### src/rtl/sync_rr_arbiter.sv
// Clocked round-robin arbiter: M four-phase bundled-data requesters share one
// four-phase output channel; every output is registered.
//
//  state | meaning
//  IDLE  | no grant; choose the next requester round-robin from ptr
//  SETUP | data and grant captured, r_o rises next edge
//  REQ   | r_o high, waiting for the consumer ack
//  ACK   | a_i[idx] high, waiting for the requester to drop r_i[idx]
//  RTZ   | r_o low, waiting for the consumer ack to return to zero
module sync_rr_arbiter #(
    parameter int N    = 8,
    parameter int M    = 4,
    parameter bit SYNC = 1'b1
) (
    input  logic           clk,
    input  logic           rst,
    input  logic [M-1:0]   r_i,
    output logic [M-1:0]   a_i,
    input  logic [M*N-1:0] d_i,
    output logic           r_o,
    input  logic           a_o,
    output logic [N-1:0]   d_o,
    output logic [M-1:0]   gnt_o,
    output logic           busy_o
);

    localparam int PW = (M > 1) ? $clog2(M) : 1;
    localparam logic [PW-1:0] LAST = PW'(M - 1);
    localparam logic [PW:0]   M_EXT = (PW + 1)'(M);

    typedef enum logic [2:0] {IDLE, SETUP, REQ, ACK, RTZ} state_t;

    state_t         state, state_nxt;
    logic [PW-1:0]  ptr, ptr_nxt, idx, idx_nxt, sel;
    logic           sel_vld;
    logic [M-1:0]   rs, a_i_nxt, gnt_nxt;
    logic           as_s, r_o_nxt, busy_nxt;
    logic [N-1:0]   d_o_nxt;
    logic [N-1:0]   d_arr [M];
    logic [PW:0]    cand;

    generate
        if (SYNC) begin : g_sync
            logic [M-1:0] r_m1, r_m2;
            logic         a_m1, a_m2;
            always_ff @(posedge clk) begin
                if (rst) begin
                    r_m1 <= '0;
                    r_m2 <= '0;
                    a_m1 <= 1'b0;
                    a_m2 <= 1'b0;
                end else begin
                    r_m1 <= r_i;
                    r_m2 <= r_m1;
                    a_m1 <= a_o;
                    a_m2 <= a_m1;
                end
            end
            assign rs   = r_m2;
            assign as_s = a_m2;
        end else begin : g_nosync
            assign rs   = r_i;
            assign as_s = a_o;
        end
    endgenerate

    for (genvar g = 0; g < M; g++) begin : g_unpack
        assign d_arr[g] = d_i[g*N +: N];
    end

    // First active request at or after ptr, wrapping modulo M (M need not be 2^k).
    always_comb begin
        sel_vld = 1'b0;
        sel     = ptr;
        cand    = '0;
        for (int j = 0; j < M; j++) begin
            cand = {1'b0, ptr} + (PW + 1)'(j);
            if (cand >= M_EXT) cand = cand - M_EXT;
            if (!sel_vld && rs[cand[PW-1:0]]) begin
                sel_vld = 1'b1;
                sel     = cand[PW-1:0];
            end
        end
    end

    always_comb begin
        state_nxt = state;
        r_o_nxt   = r_o;
        a_i_nxt   = a_i;
        d_o_nxt   = d_o;
        gnt_nxt   = gnt_o;
        ptr_nxt   = ptr;
        idx_nxt   = idx;
        case (state)
            IDLE: begin
                if (sel_vld) begin
                    idx_nxt      = sel;
                    d_o_nxt      = d_arr[sel];
                    gnt_nxt      = '0;
                    gnt_nxt[sel] = 1'b1;
                    state_nxt    = SETUP;
                end
            end
            SETUP: begin
                r_o_nxt   = 1'b1;
                state_nxt = REQ;
            end
            REQ: begin
                if (as_s) begin
                    a_i_nxt[idx] = 1'b1;
                    state_nxt    = ACK;
                end
            end
            ACK: begin
                // A requester that already dropped its request lets this pass at once.
                if (!rs[idx]) begin
                    r_o_nxt   = 1'b0;
                    state_nxt = RTZ;
                end
            end
            RTZ: begin
                if (!as_s) begin
                    a_i_nxt   = '0;
                    gnt_nxt   = '0;
                    ptr_nxt   = (idx == LAST) ? '0 : idx + PW'(1);
                    state_nxt = IDLE;
                end
            end
            default: state_nxt = IDLE;
        endcase
        busy_nxt = (state_nxt != IDLE);
    end

    always_ff @(posedge clk) begin
        if (rst) begin
            state  <= IDLE;
            r_o    <= 1'b0;
            a_i    <= '0;
            d_o    <= '0;
            gnt_o  <= '0;
            busy_o <= 1'b0;
            ptr    <= '0;
            idx    <= '0;
        end else begin
            state  <= state_nxt;
            r_o    <= r_o_nxt;
            a_i    <= a_i_nxt;
            d_o    <= d_o_nxt;
            gnt_o  <= gnt_nxt;
            busy_o <= busy_nxt;
            ptr    <= ptr_nxt;
            idx    <= idx_nxt;
        end
    end

endmodule

### config.mk
export PLATFORM = sky130hd
export DESIGN_NAME = sync_rr_arbiter
export DESIGN_NICKNAME = d
export VERILOG_FILES = /design/src/rtl/sync_rr_arbiter.sv
export SDC_FILE = /design/constraint.sdc
export NUM_CORES = 1
export LEC_CHECK = 0
export CAP_MARGIN = 20
export CORE_MARGIN = 4
export CORE_UTILIZATION = 47
export CTS_CLUSTER_SIZE = 8
export DETAILED_ROUTE_END_ITERATION = 8
export PLACE_DENSITY_LB_ADDON = 0.05
export REMOVE_ABC_BUFFERS = 1
export SYNTH_ARGS = -nofsm -noshare
export SYNTH_HDL_FRONTEND = slang
export SYNTH_SLANG_ARGS = --single-unit
### constraint.sdc
create_clock -name clk -period 2.5 [get_ports clk]
set_input_delay 0.25 -clock clk [delete_from_list [all_inputs] [get_ports clk]]
set_output_delay 0.25 -clock clk [all_outputs]
set_load 0.01 [all_outputs]
Yosys cells after proc, flatten, opt, wreduce, memory -nomap -nowiden
Cells that the tools add are included.

word-level totals
  input bits = 39
  word-level logic and storage cells = 105
  register bits after elaboration = 35

operators by class
  magnitude comparators = 13
  bitwise gates (word level) = 3
  eq/ne operators = 9
  multiplexer cells = 42
  reduce and logical (&&, ||, !) cells = 18
  $add $sub $neg = 8

operators with widths
  kind                                                                   number
  2-bit by 3-bit < comparator with 1-bit output, second input constant   6
  2-bit 2-to-1 mux                                                       9
  8-bit binary-select mux with 2-bit select                              1
  8-bit 2-to-1 mux                                                       2
  4-bit case mux with 2 select lines                                     2
  3-bit case mux with 5 select lines                                     1
  3-bit >= comparator, second input constant                             4
  1-bit 2-to-1 mux                                                       12
  3-bit 2-to-1 mux                                                       4
  4-bit 2-to-1 mux                                                       3
  1-bit binary-select mux with 2-bit select                              5
  2-bit inequality test, second input constant                           4
  2-bit by 1-bit subtractor with 2-bit output, second input constant     4
  2-bit by 2-bit adder with 3-bit output, second input constant          2
  3-bit by 2-bit equality test with 1-bit output, second input constant  2
  2-bit AND reduction                                                    3
  3-bit AND reduction                                                    2
  2-bit nonzero test                                                     3
  1-bit logical AND                                                      5
  1-bit demux with 2-bit select                                          2
  2-bit by 1-bit >= comparator with 1-bit output, second input constant  2
  4-bit bitwise OR                                                       1
  2-bit by 1-bit adder with 3-bit output, second input constant          1
  3-bit by 1-bit equality test with 1-bit output, second input constant  1
  10 further kinds                                                       12

Depth between registers and ports, before layout
  word-level depth = 20
  mapped depth = 7
  mapped depth without buffers = 5

Worst setup path before layout
No wires, ideal clock.

  kind = reg-to-reg
  start point = register g_sync.r_m2[0]
  end point = register d_o[1]
  arrival = 1.465 ns
  setup slack = 0.902 ns
  clock period less this slack = 1.598 ns
  buffers on the path = 1
  library setup time = 0.133 ns
  cell stages (with the launch flop) = 7
  cells stage by stage = dfxtp_1 buf_6 nor2b_2 o21a_2 nor3_4 mux2i_1 o221ai_1

between the ends
  word-level cells in the longest chain between the ends = 16
  elaborated cells between the ends (all ways) = 27
  those cells by class = mux: 19; bitwise: 1; reduce/logical: 7

ends and longest elaborated chain
  what                                                    line  RTL
  start: declaration                                      44    logic [M-1:0] r_m1, r_m2;
  start signal: assignment                                54    r_m2 <= r_m1;
  1-bit binary-select mux with 2-bit select               79    if (!sel_vld && rs[cand[PW-1:0]]) begin
  1-bit 2-to-1 mux (not written as such)                  79
  1-bit 2-to-1 mux                                        79
  1-bit logical NOT                                       79
  1-bit logical AND                                       79
  1-bit 2-to-1 mux                                        79
  1-bit logical NOT                                       79
  1-bit logical AND                                       79
  1-bit 2-to-1 mux                                        79
  1-bit logical NOT                                       79
  1-bit logical AND                                       79
  2-bit 2-to-1 mux                                        79
  2-bit inverter with 3-bit output (not written as such)  98    d_o_nxt = d_arr[sel];
  8-bit binary-select mux with 2-bit select               98
  8-bit 2-to-1 mux (not written as such) (2 in series)    98
  end signal: assignment                                  148   d_o <= d_o_nxt;
  end: declaration                                        22    output logic [N-1:0] d_o,

Several ways; a longest one is shown, not always the timed one. The select of a mux whose other input is x is not followed.
A chain may end at the register's enable or synchronous reset.

Worst setup path after layout
  start point = register g_sync.r_m2[3]
  end point = register d_o[7]

Same word-level chain as after synthesis.

==> results.toml <==
[clock_tree]
cts_resized = 0
clock-root-buffer = "clkbuf_8"
cts-hold-fix-buffers = 0
clk_latency_ns = 0.29
cts.sink_count = 35
clk_pin_slew_ns = 0.08
clk_path_buf_depth = 2
numCtsBuffers = 5
post-cts-setup-buffers = 0
cts_tree = "yes"
htreeDepth = 2

[routing]
vias = 1648
via_per_inst = 5.549
postRouteAntennaNets = 0
initialDrtViolationCount = 95
dr.pass1.iters = 4
route.detailed.drc = 0
drt-wirelength-per-cell_um = 15.71
wl_um = 4665

[yosys]
synth_edf_count = 0
synth.distinct_cells = 47
yosysTopAreaCell = "dfxtp_1"
syn_area_mm2 = 0.001869
yosys_warnings = 0
synth.most_common_cell = "dfxtp_1"
synth_area_per_cell_um2 = 9.537
ys_seq_elements = 35
ys.flop_type = "dfxtp_1"
yosys.area.top_type_share_pct = 37.48
yosys-top-cells-count = "dfxtp_1, nor2_1, nor2b_1"
synthTopCellsByArea = "dfxtp_1, nor2b_1, nor2_1"
synthCells = 196
async_reset_ff_share_pct = 0
ys_seq_area_share_pct = 37.48

[finish]
num_antenna_cells = 0
drive_above_1_share_pct = 14.06
fillers = 303
fin_nets = 291
area_growth_pct = 33.60

[timing]
hold_viol = 0
period_needed_ns = 2.001
tightest_slew_ns = 0.9094
fin_ws_ns = 0.4988
rsz0062_at_grt = "false"
holdWs_ns = 0.4436
tns_ns = 0
clock_skew_ns = 0.01127
final_max_slew_viol_count = 0
max_slew_margin_pct = 39.25
setup_viol = 0
post-route-period-util_pct = 80.05
fmax_ghz = 0.4997

[die]
io_pins = 57
fp.dieArea_mm2 = 0.005050
placeableCoreArea_mm2 = 0.003744
initial_core_util_pct = 49.93
die_w_um = 71.07
rows = 22
die_height_um = 71.07

[placement]
port_buffers = 56
hpwl_um = 3620
pre_cts_ws_ns = 0.5197
place.gp.congestion = 0.8809

[global_routing]
grt_pass1_wl_um = 7603
grt_overflow = 0
grt_max_degree = 17
grt_usage_pct = 19.00
grt_pass1_vias = 1665
antenna_found_initial = 0

[setup_path]
crit_buf_inv = 0
criticalPathCategory = "reg -> reg"
crit_slowest_cell = "dfxtp_1"
cp_num_cells = 5
cp-end-kind = "flop"
crit_required_ns = 2.71
crit_arrival_ns = 2.21
critPathMaxStageDelay_ns = 0.52
reg2regPathDepth = 5
path_delay_family = "simple AND/OR/NAND/NOR gates"
crit_fanout = 11
path_cells = "and3b_1 -> or4_1 -> nand2_1 -> o21ai_1 -> a211oi_1"
cp-start-kind = "flop"

[power]
p_leak_uw = 0.0008880
ir_worst_vdd_v = 0.0003252
power_density_mw_per_mm2 = 574.4

[flow_run]
cap_viol_max_count = 0

[run_status]
outcome = "complete, no violations"

[min_path]
hold_class = "reg -> reg"
worstHoldPathCells = 1
logic make-up (layout without fill, tap and decap cells):
kind of cell	Yosys count	in the layout	share of synthesized area [%]
and+or+nand+nor	79	79	26.51
AOI/OAI and AO/OA	53	53	20.68
DFF	35	35	37.48
buffers and inverters	17	70	7.429
muxes	8	8	5.221
adders and majority gates	4	4	2.677
routing by layer:
layer,GRT usage (%),up-vias,part of all wire (%)
met3,5.398,12,5.9
met2,29.87,57,47
li1,-,829,-
met5,0,-,0
met1,24.37,750,45
met4,7.933,0,2.3
metrics by stage:
stage | total power [uW] | util (%) | cells | area, um2
3_3_place_gp | 928.2 | 63.70 | 289 | 2385
2_1_floorplan | 777.9 | - | 182 | 1742
6_report | 1434 | 66.71 | 297 | 2497
5_1_grt | 1502 | 66.71 | 297 | 2497
4_1_cts | 1443 | 66.71 | 297 | 2497
3_5_place_dp | 935.9 | 63.70 | 289 | 2385
cell type report:
| type | instances | area (um2) | share of cell area (%) |
|---|---|---|---|
| multi-input combinational | 144 | 1030 | 41.23 |
| sequential | 35 | 700.7 | 28.06 |
| tap | 48 | 60.06 | 2.405 |
| inverter | 3 | 11.26 | 0.4509 |
| clock inverter | 3 | 43.79 | 1.754 |
| timing repair buffer | 59 | 583.1 | 23.35 |
| clock buffer | 5 | 68.82 | 2.756 |
sequential cells by signal, indices dropped and copies added, names as in the netlist:
name,flops
d_o,8
a_i,4
g_sync.r_m1,4
g_sync.r_m2,4
gnt_o,4
state,3
idx,2
ptr,2
as_s,1
busy_o,1
g_sync.a_m1,1
r_o,1
final timing paths:
| check | slack [ns] | endpoint | start |
|---|---|---|---|
| min reg2reg | 0.44 | as_s | g_sync.a_m1 |
| min | 0.44 | as_s | g_sync.a_m1 |
| max reg2reg | 0.50 | d_o[7] | g_sync.r_m2[3] |
| max | 0.50 | d_o[7] | g_sync.r_m2[3] |
power by group:
part	total [uW]	leakage [uW]	internal [uW]	switching (uW)
registers	630	0.000287	595	34.6
clock network	510	0.0000581	297	214
logic	295	0.000543	166	129
placed cells by master, fill, tap and decap left out, types with 8 or more instances in the layout:
cell	netlist	layout
a21oi_1	12	12
nand2_1	8	8
clkdlybuf4s50_1	0	56
nor2_1	19	19
dfxtp_1	35	35
nor2b_1	15	15
Note: power is estimated with default switching activity, not from simulation.
